$ cat src/rtl/bpu_update_scheduler.sv
// Branch-predictor update scheduler: queues resolved branch updates and drains them one
// per cycle into the predictor. It also runs a flush walk. BPU_MISPRED_STATS_EN adds a
// saturating mispredict counter.
module bpu_update_scheduler #(
  parameter int DEPTH = 4,
  parameter int IDX_W = 4
) (
`ifdef BPU_MISPRED_STATS_EN
  output logic [15:0]      mispred_count,
`endif
  input  logic             clk,
  input  logic             rst_n,
  input  logic             upd_valid,
  input  logic [IDX_W-1:0] upd_pc,
  input  logic             upd_taken,
  input  logic [15:0]      upd_target,
  input  logic             upd_mispredicted,
  output logic             upd_ready,
  input  logic             flush_req,
  output logic             flush_busy,
  output logic             wr_en,
  output logic [IDX_W-1:0] wr_index,
  output logic             wr_taken,
  output logic             wr_btb_en,
  output logic [15:0]      wr_target,
  output logic             wr_clear
);
  localparam int PTR_W = $clog2(DEPTH);

  typedef enum logic [1:0] {IDLE = 2'd0, DRAIN = 2'd1, FLUSH = 2'd2} state_t;
  typedef struct packed {
    logic [IDX_W-1:0] pc;
    logic             taken;
    logic [15:0]      target;
  } upd_t;

  state_t           state_q, state_d;
  logic [PTR_W:0]   wr_ptr_q, wr_ptr_d, rd_ptr_q, rd_ptr_d, occ;
  logic [IDX_W-1:0] flush_cnt_q, flush_cnt_d;
  upd_t             mem_q [DEPTH];
  upd_t             mem_d [DEPTH];
  upd_t             head;
  logic             empty, full, push, pop, flush_start;

  assign empty       = (wr_ptr_q == rd_ptr_q);
  assign full        = (wr_ptr_q[PTR_W] != rd_ptr_q[PTR_W]) &&
                       (wr_ptr_q[PTR_W-1:0] == rd_ptr_q[PTR_W-1:0]);
  assign occ         = wr_ptr_q - rd_ptr_q;
  assign head        = mem_q[rd_ptr_q[PTR_W-1:0]];
  assign flush_start = flush_req && (state_q != FLUSH);
  // A flush request kills the head write of that cycle so no queued entry leaks out.
  assign pop         = (state_q == DRAIN) && !flush_req;
  assign upd_ready   = (state_q != FLUSH) && !flush_req && (!full || pop);
  assign push        = upd_valid && upd_ready;

  always_ff @(posedge clk or negedge rst_n) begin
    if (!rst_n) begin
      state_q     <= IDLE;
      wr_ptr_q    <= '0;
      rd_ptr_q    <= '0;
      flush_cnt_q <= '0;
    end else begin
      state_q     <= state_d;
      wr_ptr_q    <= wr_ptr_d;
      rd_ptr_q    <= rd_ptr_d;
      flush_cnt_q <= flush_cnt_d;
    end
  end

  always_ff @(posedge clk) begin
    for (int i = 0; i < DEPTH; i++) mem_q[i] <= mem_d[i];
  end

  always_comb begin
    state_d = state_q;
    case (state_q)
      IDLE:    if (flush_start) state_d = FLUSH;
               else if (push) state_d = DRAIN;
      DRAIN:   if (flush_start) state_d = FLUSH;
               else if (!push && occ == (PTR_W+1)'(1)) state_d = IDLE;
      FLUSH:   if (flush_cnt_q == {IDX_W{1'b1}}) state_d = IDLE;
      default: state_d = IDLE;
    endcase
  end

  always_comb begin
    wr_ptr_d    = wr_ptr_q;
    rd_ptr_d    = rd_ptr_q;
    flush_cnt_d = '0;
    for (int i = 0; i < DEPTH; i++) mem_d[i] = mem_q[i];
    if (state_q == FLUSH) begin
      flush_cnt_d = flush_cnt_q + 1'b1;
    end else if (flush_start) begin
      wr_ptr_d = '0;
      rd_ptr_d = '0;
    end else begin
      if (push) begin
        mem_d[wr_ptr_q[PTR_W-1:0]] = '{pc: upd_pc, taken: upd_taken, target: upd_target};
        wr_ptr_d = wr_ptr_q + 1'b1;
      end
      if (pop) rd_ptr_d = rd_ptr_q + 1'b1;
    end
  end

  always_comb begin
    wr_en      = 1'b0;
    wr_index   = '0;
    wr_taken   = 1'b0;
    wr_btb_en  = 1'b0;
    wr_target  = '0;
    wr_clear   = 1'b0;
    flush_busy = (state_q == FLUSH);
    if (state_q == FLUSH) begin
      wr_en     = 1'b1;
      wr_index  = flush_cnt_q;
      wr_btb_en = 1'b1;
      wr_clear  = 1'b1;
    end else if (pop) begin
      wr_en     = 1'b1;
      wr_index  = head.pc;
      wr_taken  = head.taken;
      wr_btb_en = head.taken;
      wr_target = head.target;
    end
  end

`ifdef BPU_MISPRED_STATS_EN
  logic [15:0] mispred_q, mispred_d;

  always_comb begin
    mispred_d = mispred_q;
    if (push && upd_mispredicted && mispred_q != 16'hFFFF) mispred_d = mispred_q + 16'd1;
  end

  always_ff @(posedge clk or negedge rst_n) begin
    if (!rst_n) mispred_q <= '0;
    else        mispred_q <= mispred_d;
  end

  assign mispred_count = mispred_q;
`endif
endmodule

$ cat config.mk
export PLATFORM = sky130hd
export DESIGN_NAME = bpu_update_scheduler
export DESIGN_NICKNAME = d
export VERILOG_FILES = /design/src/rtl/bpu_update_scheduler.sv
export SDC_FILE = /design/constraint.sdc
export NUM_CORES = 1
export LEC_CHECK = 0
export ABC_AREA = 1
export CORE_MARGIN = 5
export CORE_UTILIZATION = 60
export CTS_BUF_LIST = sky130_fd_sc_hd__clkbuf_4 sky130_fd_sc_hd__clkbuf_8
export DETAILED_ROUTE_END_ITERATION = 12
export HOLD_SLACK_MARGIN = 0.15
export PLACE_DENSITY = 0.87
export SLEW_MARGIN = 5
export SYNTH_ARGS = -nofsm -noshare
export SYNTH_HDL_FRONTEND = slang
export SYNTH_SLANG_ARGS = --single-unit
$ cat constraint.sdc
create_clock -name clk -period 7.2 [get_ports clk]
set_input_delay 1.44 -clock clk [delete_from_list [all_inputs] [get_ports clk]]
set_output_delay 1.44 -clock clk [all_outputs]
set_load 0.01 [all_outputs]
## Word-level counts from Yosys, hierarchy flattened

Memory sizes are Yosys's and may differ from the RTL's.
Index checks and enable logic that the tools add are counted.

- Logic and storage cells: 68
- RAM bits: 84
- Bits in registers: 12
- Memories kept: 1
- Input port bits: 26

Memories:

| memory | words | bits a word | read ports | clocked after memory_dff | write ports | line | source |
|---|---|---|---|---|---|---|---|
| mem_q | 4 | 21 | 5 | 0 | 4 | 40 | `upd_t mem_q [DEPTH];` |

- Add/sub/neg operators: 4
- Equal/unequal tests: 10
- Bitwise operators: 2
- Order comparisons: 2
- Reductions and logical operators: 18
- Muxes and demuxes: 27

Operator list:

| cell | count |
|---|---|
| 2-to-1 mux 84 bit | 3 |
| bitwise mux 84 bit | 1 |
| demux 21 bit (select 2 bit) | 1 |
| 2-to-1 mux 16 bit | 2 |
| 2-to-1 mux 21 bit | 1 |
| 2-to-1 mux 3 bit | 4 |
| 2-to-1 mux 4 bit | 3 |
| 2-to-1 mux 2 bit | 5 |
| logical AND 1 bit | 8 |
| adder 3 x 1 -> 3 bit (second input constant) | 2 |
| 2-to-1 mux 1 bit | 6 |
| one-hot mux 2 bit (3 select lines) | 1 |
| adder 4 x 1 -> 4 bit (second input constant) | 1 |
| equality test 4 bit (second input constant) | 1 |
| AND reduction 2 bit | 2 |
| nonzero test 2 bit | 2 |
| equality test 3 x 1 -> 1 bit (second input constant) | 1 |
| greater-or-equal comparator 3 bit (second input constant) | 1 |
| zero test 1 bit | 3 |
| less-than comparator 3 x 1 -> 1 bit (second input constant) | 1 |
| inequality test 3 x 2 -> 1 bit (second input constant) | 1 |
| inequality test 3 bit (second input constant) | 1 |
| NOT 2 -> 3 bit | 1 |
| AND reduction 3 bit | 1 |
| 10 further kinds | 10 |

## Depth between registers and ports, before layout

Gate-level depths: netlist (run 1).

- Word-level depth: 11
- Depth in mapped cells: 10

## Worst setup path after synthesis (run 1)

OpenSTA, ideal clock, no wires.

- Kind: input-to-output
- From: input port flush_req
- To: output port wr_btb_en
- Data arrival time: 2.104 ns
- Stages on the path: 4
- Buffers on the path: 1
- Path slack: 3.656 ns
- Path through: nor2_2 > nand2_1 > buf_2 > o21ai_0

- Longest elaborated chain between the ends: 4

RTL lines:

| what | line | source |
|---|---|---|
| start, declared | 19 | `input logic flush_req,` |
| zero test 1 bit | 52 | `assign pop = (state_q == DRAIN) && !flush_req;` |
| logical AND 1 bit | 52 |  |
| 2-to-1 mux 1 bit | 118 | `end else if (pop) begin` |
| 2-to-1 mux 1 bit | 113 | `if (state_q == FLUSH) begin` |
| end, declared | 24 | `output logic wr_btb_en,` |

No other way between the ends.

## Worst setup path after layout (run 1)

- From: input port flush_req
- To: output port wr_index[0]

- Longest elaborated chain between the ends: 4

RTL lines:

| what | line | source |
|---|---|---|
| zero test 1 bit | 52 |  |
| logical AND 1 bit | 52 |  |
| 2-to-1 mux 4 bit | 118 |  |
| 2-to-1 mux 4 bit | 113 |  |
| end, declared | 22 | `output logic [IDX_W-1:0] wr_index,` |

No other way between the ends.

==> metrics.txt, run 1 <==
total chip power between 1 and 1.5 mW; Avg Cell Area, Syn approximately 12 sq um; post-DR vias/cell approximately 5.5; CTS root buf clkbuf_8; gr ovfl total 0; Critical Path Max Stage Delay between 0.6 and 0.7 ns; Num CTS Buffers 9; most frequent cells in the layout 84 x edfxtp_1, 73 x nor2_1, 50 x clkdlybuf4s50_1, 42 x o21ai_0, 37 x nand2_1; initial antenna violation count 0; vias in the first global route ~2600; pwr/cell area 268 nW/um^2; Relative slew margins a little over a third; Core ar. 6680 sq um; Finished Cell Area between 4000 and 5000 sq um; Synth cell types 24; Reg2Reg Setup Slack just under 4 ns; Clk Latency, worst-skew pair approximately 0.35 ns; sequential fraction of the synthesis area around 70%; worst path cell trace clkdlybuf4s50_1 > nor2_2 > nand2_1 > inv_1 > a32o_1 > clkdlybuf4s50_1; hold endpoint flush_cnt_q[0]; Tcrit/Tclk final 73.6%; hold buffers post-CTS 0; Worst R2R End mem_q[3][1]; Final min period 5.30 ns; RSZ-0062 raised after global routing no; Post-Syn Area about 4100 sq um; Arr. time, crit path 3.86 ns; first-pass GRT wire length 12600 um; Initial Util 60.8%; antenna cells 0; Die Wd between 90 and 100 um; most used cell, CP clkdlybuf4s50_1; Pins Over Slew Limit 0; Die Y just over 90 um; most common cell after layout, fill and taps aside edfxtp_1; Synth Net Count around 390; Final #Nets between 400 and 500; critical path peak fanout 23; origin of the critical flop-to-flop path rd_ptr_q[1]; Top Ports 52; synthesized instance count 350; wire per inst around 16 um; Final Util 71.4%; vias post-DR 2666; Initial DRC Count around 170; share of layout cells above drive strength 1 7.44%; Post-DRT Antenna Nets 0; WL final 7910 um; Yosys top cell by area edfxtp_1; hold_sp flush_cnt_q[0]; die area between 8000 and 9000 sq um; clock slew at reported path FFs roughly 0.090 ns; Synth warnings 0; clock sink count 96; CP Launch Type primary input; Final Hold Vio Count 0; Post-CTS Resized 0; Area contributors post-synth edfxtp_1 62%, dfrtp_1 7.4%, nor2_1 7.1%; #FFs+latches synth 96; setup TNS 0 ns; max_cap viols 0; Hold Crit Class reg -> reg; cell total after placement 468; Area after DPL about 4600 sq um; P_leak approximately 1.7 nW; area grow syn2layout 17.5%; fmax 189 MHz; CP max stage cell nand2_1; Final Non-Filler Cells just under 500; Max clock buf depth 2; IO buf count 50; CTS tree built; share of Yosys cell area claimed by the top area cell type between 60 and 70%; DRC errors left 0; endpoint class of the critical path output pin; overall routing resource usage between 10% and 20%; dpl hpwl around 4800 um; drt first pass iters 4; worst path required time 5.76 ns; Slew @ Worst Pin 0.971 ns; VDD IR max roughly 0.00015 V; # rows 30; critical path class in -> out; pin count of the biggest net entering global routing 46; # setup viols final 0; status complete, no violations; FF-to-FF path depth 8; Post-Route Skew a little under 0.005 ns; hold path depth 1; CTS H-Tree Depth 3; setup bufs post-CTS 0; RePlAce Congestion 0.783
[critical path: cells and delay by family]
| kind | cells | cell delay, ns |
|---|---|---|
| AND/OR/NAND/NOR | 2 | 0.73 |
| AO/OA/AOI/OAI | 1 | 0.36 |
| buffers and inverters | 3 | 1.33 |
[stage by stage]
stage / setup WS [ns] / hold WS, ns
final: 1.90 / 0.498
after global placement: 1.88 / 0.474
after floorplan: 3.66 / 0.453
after global routing: 1.78 / 0.536
after detailed placement: 1.90 / 0.486
after CTS: 1.91 / 0.498
[worst max path at each step]
stage	startpoint	slack, ns	to
finish	flush_req	1.90	wr_index[0]
floorplan	flush_req	3.66	wr_btb_en
detailed placement	flush_req	1.90	wr_index[0]
global route	flush_req	1.78	wr_index[1]
CTS	flush_req	1.91	wr_index[0]
global placement	flush_req	1.88	wr_index[0]
[sequential cells by signal, indices dropped and copies added, names as in the netlist]
| name | flops |
|---|---|
| rd_ptr_q | 3 |
| mem_q | 84 |
| wr_ptr_q | 3 |
| flush_cnt_q | 4 |
| state_q | 2 |
[kinds of logic after synthesis]
| group | share of synthesized area, % |
|---|---|
| AOI/OAI and AO/OA | 9.03 |
| xor gates and xnor gates | 0.216 |
| adders and majority gates | 2.96 |
| buffers and inverters | 4.90 |
| DFF | 69.5 |
| and+or+nand+nor | 13.4 |
[where the power goes]
| group | internal [mW] | switching (mW) | total (mW) |
|---|---|---|---|
| Clock | 0.125 | 0.181 | 0.305 |
| Sequential | 0.643 | 0.0236 | 0.667 |
| Combinational | 0.123 | 0.183 | 0.307 |
| Total | 0.891 | 0.387 | 1.28 |
[layout make-up]
type | instances | area [sq um]
flip-flops and latches | 96 | 2820
fillers | 477 | 1910
multi-input cells | 212 | 1050
repair buffers | 55 | 538
clock buffers | 9 | 124
well taps | 80 | 100
inverters | 25 | 93.8
clock inverters | 6 | 45.0
[routing by layer]
| metal | vias up | wire length (um) | track usage [%] |
|---|---|---|---|
| met5 | - | 0 | 0 |
| met3 | 6 | 611 | 5.41 |
| met2 | 91 | 4000 | 34.2 |
| met1 | 1274 | 3250 | 23.6 |
| li1 | 1295 | - | - |
| met4 | 0 | 44 | 6.44 |
[cell usage after synthesis (all sizes together)]
| master | instances |
|---|---|
| nor2 | 79 |
| a32o | 3 |
| o21ai | 45 |
| fa | 1 |
| buf | 14 |
| edfxtp | 84 |
| nand2 | 37 |
| dfrtp | 12 |
| inv | 25 |
| clkbuf | 3 |
| ha | 8 |
| xnor2 | 1 |
| o22ai | 2 |
| a21oi | 19 |
| nand3 | 17 |
Note: power is estimated with default switching activity, not from simulation.
==> inputs of run 2 (changes only) <==
- CORE_UTILIZATION: 60 -> 51
- PLACE_DENSITY: 0.87 -> 0.78
- clock period: 7.2 -> 4.4 ns (I/O delays scaled with it)
==> metrics.txt, run 2 (synthesized netlist as in run 1, its figures left out) <==
status complete, no violations; Arr. time, crit path around 2.7 ns; gr ovfl total 0; Pins Over Slew Limit 0; drt first pass iters 4; hold path depth 1; critical path peak fanout 18; IO buf count 50; RePlAce Congestion 0.784; vias post-DR between 2000 and 3000; worst path cell trace clkdlybuf4s50_1 > nor2_2 > nand2_1 > buf_4 > nand3_2 > nand2_1 > inv_1 > clkdlybuf4s50_1; Hold Crit Class reg -> reg; pwr/cell area approximately 450 nW/um^2; setup bufs post-CTS 0; CP bufs+invs 4; Top Ports between 50 and 60; Clk Latency, worst-skew pair 0.35 ns; CTS H-Tree Depth 3; stages on the worst setup path 8; VDD IR max 0.000243 V; Slew @ Worst Pin ~0.67 ns; Final Hold Vio Count 0; RSZ-0062 raised after global routing no; Die Wd between 90 and 100 um; most frequent cells in the layout 84 x edfxtp_1, 73 x nor2_1, 50 x clkdlybuf4s50_1, 42 x o21ai_0, 37 x nand2_1; CP max stage cell clkdlybuf4s50_1; Post-CTS Resized 0; vias in the first global route ~2700; CTS root buf clkbuf_8; setup TNS 0 ns; area occupied by registers about 2800 sq um; wire per inst 15.9 um; Final min period 3.58 ns; Num CTS Buffers 9; CP top delay family buffers and inverters; # setup viols final 0; area occupied by multi-input gates around 1000 sq um; critical path class in -> out; Relative slew margins around 55%; post-DR vias/cell ~5.3; die area 9850 sq um; Area after DPL 4650 sq um; most common cell after layout, fill and taps aside edfxtp_1; WL final 8100 um; number of fillers in the final layout ~590; Initial DRC Count about 110; FF-to-FF path depth 9; Core ar. just under 8000 sq um; Tcrit/Tclk final about four fifths; endpoint class of the critical path output pin; Largest Register mem_q; cell total after placement about 490; Post-DRT Antenna Nets 0; Final #Nets approximately 440; dpl hpwl 4900 um; max_cap viols 0; P_leak about 1.8 nW; overall routing resource usage about 17%; share of layout cells above drive strength 1 8.11%; # rows 32; Initial Util 52.5%; clock slew at reported path FFs 0.09 ns; Max clock buf depth 2; first-pass GRT wire length around 13000 um; Post-Route Skew between 0.006 and 0.007 ns; area grow syn2layout 19.4%; Regs by FF count mem_q (84), flush_cnt_q (4); DRC errors left 0; pin count of the biggest net entering global routing 45; Finished Cell Area about 4800 sq um; CP Launch Type primary input; Final Non-Filler Cells 509; antenna cells 0; initial antenna violation count 0; max FFs per register 84; Die Y roughly 100 um; hold buffers post-CTS 0; CTS tree built; clock sink count 96; fmax between 200 and 300 MHz; worst path required time roughly 3.5 ns; Critical Path Max Stage Delay 0.52 ns
run 2: cell count changes in the layout (fill, tap and decap cells not counted), sizes merged:
cell      delta
buf          +3
bufinv       +1
clkinv       +1
clkinvlp     -1
run 2: area by class of cell:
| type | count | share of cell area, % |
|---|---|---|
| sequential | 96 | 58.2 |
| tap | 102 | 2.63 |
| inverter | 25 | 1.94 |
| clock inverter | 7 | 1.47 |
| clock buffer | 9 | 2.55 |
| multi-input combinational | 212 | 21.6 |
| timing repair buffer | 58 | 11.6 |
run 2: path summary, 6_finish.rpt:
| check | start | endpoint | slack [ns] |
|---|---|---|---|
| hold reg to reg | state_q[1] | state_q[1] | 0.51 |
| min in group asynchronous | rst_n | rd_ptr_q[1] | 0.88 |
| setup reg to reg | rd_ptr_q[1] | mem_q[1][3] | 2.03 |
| setup / recovery | flush_req | upd_ready | 0.82 |
| hold / removal | state_q[1] | state_q[1] | 0.51 |
| max in group asynchronous | rst_n | rd_ptr_q[0] | 3.16 |
run 2: layer usage:
metal / track usage (%) / wire (um) / vias to the layer above
met5: 0 / 0 / -
met4: 7.35 / 147 / 0
met3: 3.37 / 438 / 11
met2: 28.8 / 4050 / 67
met1: 22.4 / 3470 / 1293
li1: - / - / 1305
run 2: through the flow:
stage          total power, mW  worst slack, ns  utilization, %  hold WS (ns)
6_report                  2.16            0.819            62.7         0.512
5_1_grt                   2.28            0.725            62.7         0.542
4_1_cts                   2.17            0.803            62.7         0.513
3_5_place_dp              1.62            0.824            60.2         0.500
3_3_place_gp              1.60            0.824            60.2         0.484
2_1_floorplan             1.45             1.80               -         0.453
run 2: where the power goes:
part / total [mW] / internal [mW] / switching, mW
combinational: 0.512 / 0.204 / 0.308
clock: 0.558 / 0.263 / 0.296
sequential: 1.09 / 1.05 / 0.0365
==> inputs of run 3 (changes only) <==
- clock period: 4.4 -> 3.05 ns (I/O delays scaled with it)
==> metrics.txt, run 3 (synthesized netlist as in run 1, its figures left out) <==
status complete, no violations; worst path required time 2.44 ns; hold path depth 1; WL final roughly 8400 um; DRC errors left 0; Final min period around 2.9 ns; critical path class in -> out; vias post-DR ~2700; wire per inst 16.3 um; endpoint class of the critical path output pin; Arr. time, crit path ~2.3 ns; max_cap viols 0; P_leak around 1.8 nW; Max clock buf depth 2; # rows 32; dpl hpwl 5400 um; # setup viols final 0; overall routing resource usage approximately 18%; Final Util between 60 and 70%; hold buffers post-CTS 0; CTS tree built; Die Y 99.2 um; Slew @ Worst Pin around 0.6 ns; critical path peak fanout 19; drt first pass iters 4; Initial DRC Count approximately 260; Num CTS Buffers 9; register share of total power 48.8%; die area 9850 sq um; initial antenna violation count 0; hold_sp flush_cnt_q[0]; number of fillers in the final layout 570; first-pass GRT wire length 13500 um; clock sink count between 90 and 100; Pins Over Slew Limit 0; max FFs per register 84; area grow syn2layout 22.3%; Die Wd a little under 100 um; Final Hold Vio Count 0; switch share ~29%; switching pwr slightly above 900 uW; origin of the critical flop-to-flop path rd_ptr_q[1]; IO buf count 50; most frequent cells in the layout 84 x edfxtp_1, 73 x nor2_1, 50 x clkdlybuf4s50_1, 42 x o21ai_0, 36 x nand2_1; CP Launch Type primary input; clock slew at reported path FFs 0.08 ns; Worst R2R End mem_q[2][18]; antenna cells 0; Hold Crit Class reg -> reg; most common cell after layout, fill and taps aside edfxtp_1; Reg2Reg Setup Slack ~0.85 ns; Relative slew margins 59.2%; setup TNS 0 ns; Int Pwr about 2.3 mW; Top Ports 52; total chip power around 3.2 mW; Clk Latency, worst-skew pair about 0.36 ns; Initial Util 52.5%; Logic pwr share between 20% and 30%; Tcrit/Tclk final about 95%; FF-to-FF path depth 8; Clock Power Share ~27%; post-DR vias/cell between 5 and 6; VDD IR max between 0.0003 and 0.0004 V; Regs by FF count mem_q (84), flush_cnt_q (4); CTS H-Tree Depth 3; gr ovfl total 0; vias in the first global route between 2000 and 3000; CTS root buf clkbuf_8; Final #Nets 446; Core ar. 7730 sq um; fmax 345 MHz; Post-DRT Antenna Nets 0; RePlAce Congestion ~0.78; pin count of the biggest net entering global routing 27; hold endpoint flush_cnt_q[0]; Post-Route Skew between 0.009 and 0.01 ns; pwr/cell area ~650 nW/um^2; Largest Register mem_q; share of layout cells above drive strength 1 between 10% and 20%
[run 3: cell types whose count changed in the layout (fill, tap and decap cells not counted), sizes merged]
cell    change
bufinv      +1
inv         -2
buf         +9
[run 3: per-stage QoR]
step,instances,instance area [sq um],setup WS (ns),hold slack [ns]
2_1_floorplan,350,4060,0.502,0.314
3_3_place_gp,499,4720,0.0933,0.478
3_5_place_dp,499,4720,0.0111,0.488
4_1_cts,514,4930,0.00808,0.500
5_1_grt,517,4970,-0.000805,0.530
6_report,517,4970,0.151,0.509
[run 3: repair_timing]
item,in CTS,in global routing
pin swaps,0,0
endpoints found under the setup margin,1,4
gates resized for setup,2,5
endpoints found under the hold margin,0,0
buffers inserted,0,3
[run 3: cell type report]
| type | instances | area (sq um) | share of cell area, % |
|---|---|---|---|
| timing repair buffer | 67 | 653 | 13.2 |
| sequential | 96 | 2830 | 56.9 |
| clock buffer | 9 | 124 | 2.49 |
| multi-input combinational | 212 | 1050 | 21.2 |
| clock inverter | 6 | 85.1 | 1.71 |
| inverter | 25 | 100 | 2.02 |
| tap | 102 | 128 | 2.57 |
[run 3: worst max path at each step]
stage	to	slack (ns)	depth (start not counted)	start
6_report	upd_ready	0.15	8	flush_req
4_1_cts	wr_index[3]	0.008	7	flush_req
5_1_grt	upd_ready	-0.0008	8	rd_ptr_q[1]
3_3_place_gp	wr_index[3]	0.09	7	flush_req
3_5_place_dp	wr_index[3]	0.01	7	flush_req
2_1_floorplan	mem_q[0][0]	0.50	8	rd_ptr_q[1]
[run 3: metal layers]
layer | up-vias | wire (um) | part of all wire, % | GRT usage [%]
met5 | - | 0 | 0 | 0
met4 | 0 | 70 | 0.83 | 4.10
met3 | 8 | 444 | 5.3 | 5.75
met2 | 62 | 4100 | 49 | 29.3
met1 | 1314 | 3780 | 45 | 23.0
li1 | 1320 | - | - | -
[run 3: power by group through the flow]
stage / clock, mW / combinational, mW / sequential [mW]
after detailed placement: 0 / 0.758 / 1.61
after global routing: 0.948 / 0.869 / 1.59
after CTS: 0.889 / 0.763 / 1.59
final: 0.877 / 0.779 / 1.58
after floorplan: 0 / 0.502 / 1.59
after global placement: 0 / 0.729 / 1.61
[run 3: worst max-delay path, cell delays in order]
cell,delay (ns)
clkdlybuf4s50_1,0.46
nor2_2,0.13
nand2_2,0.12
buf_12,0.19
nand3_2,0.10
nand2_1,0.06
inv_1,0.08
clkdlybuf4s50_1,0.54
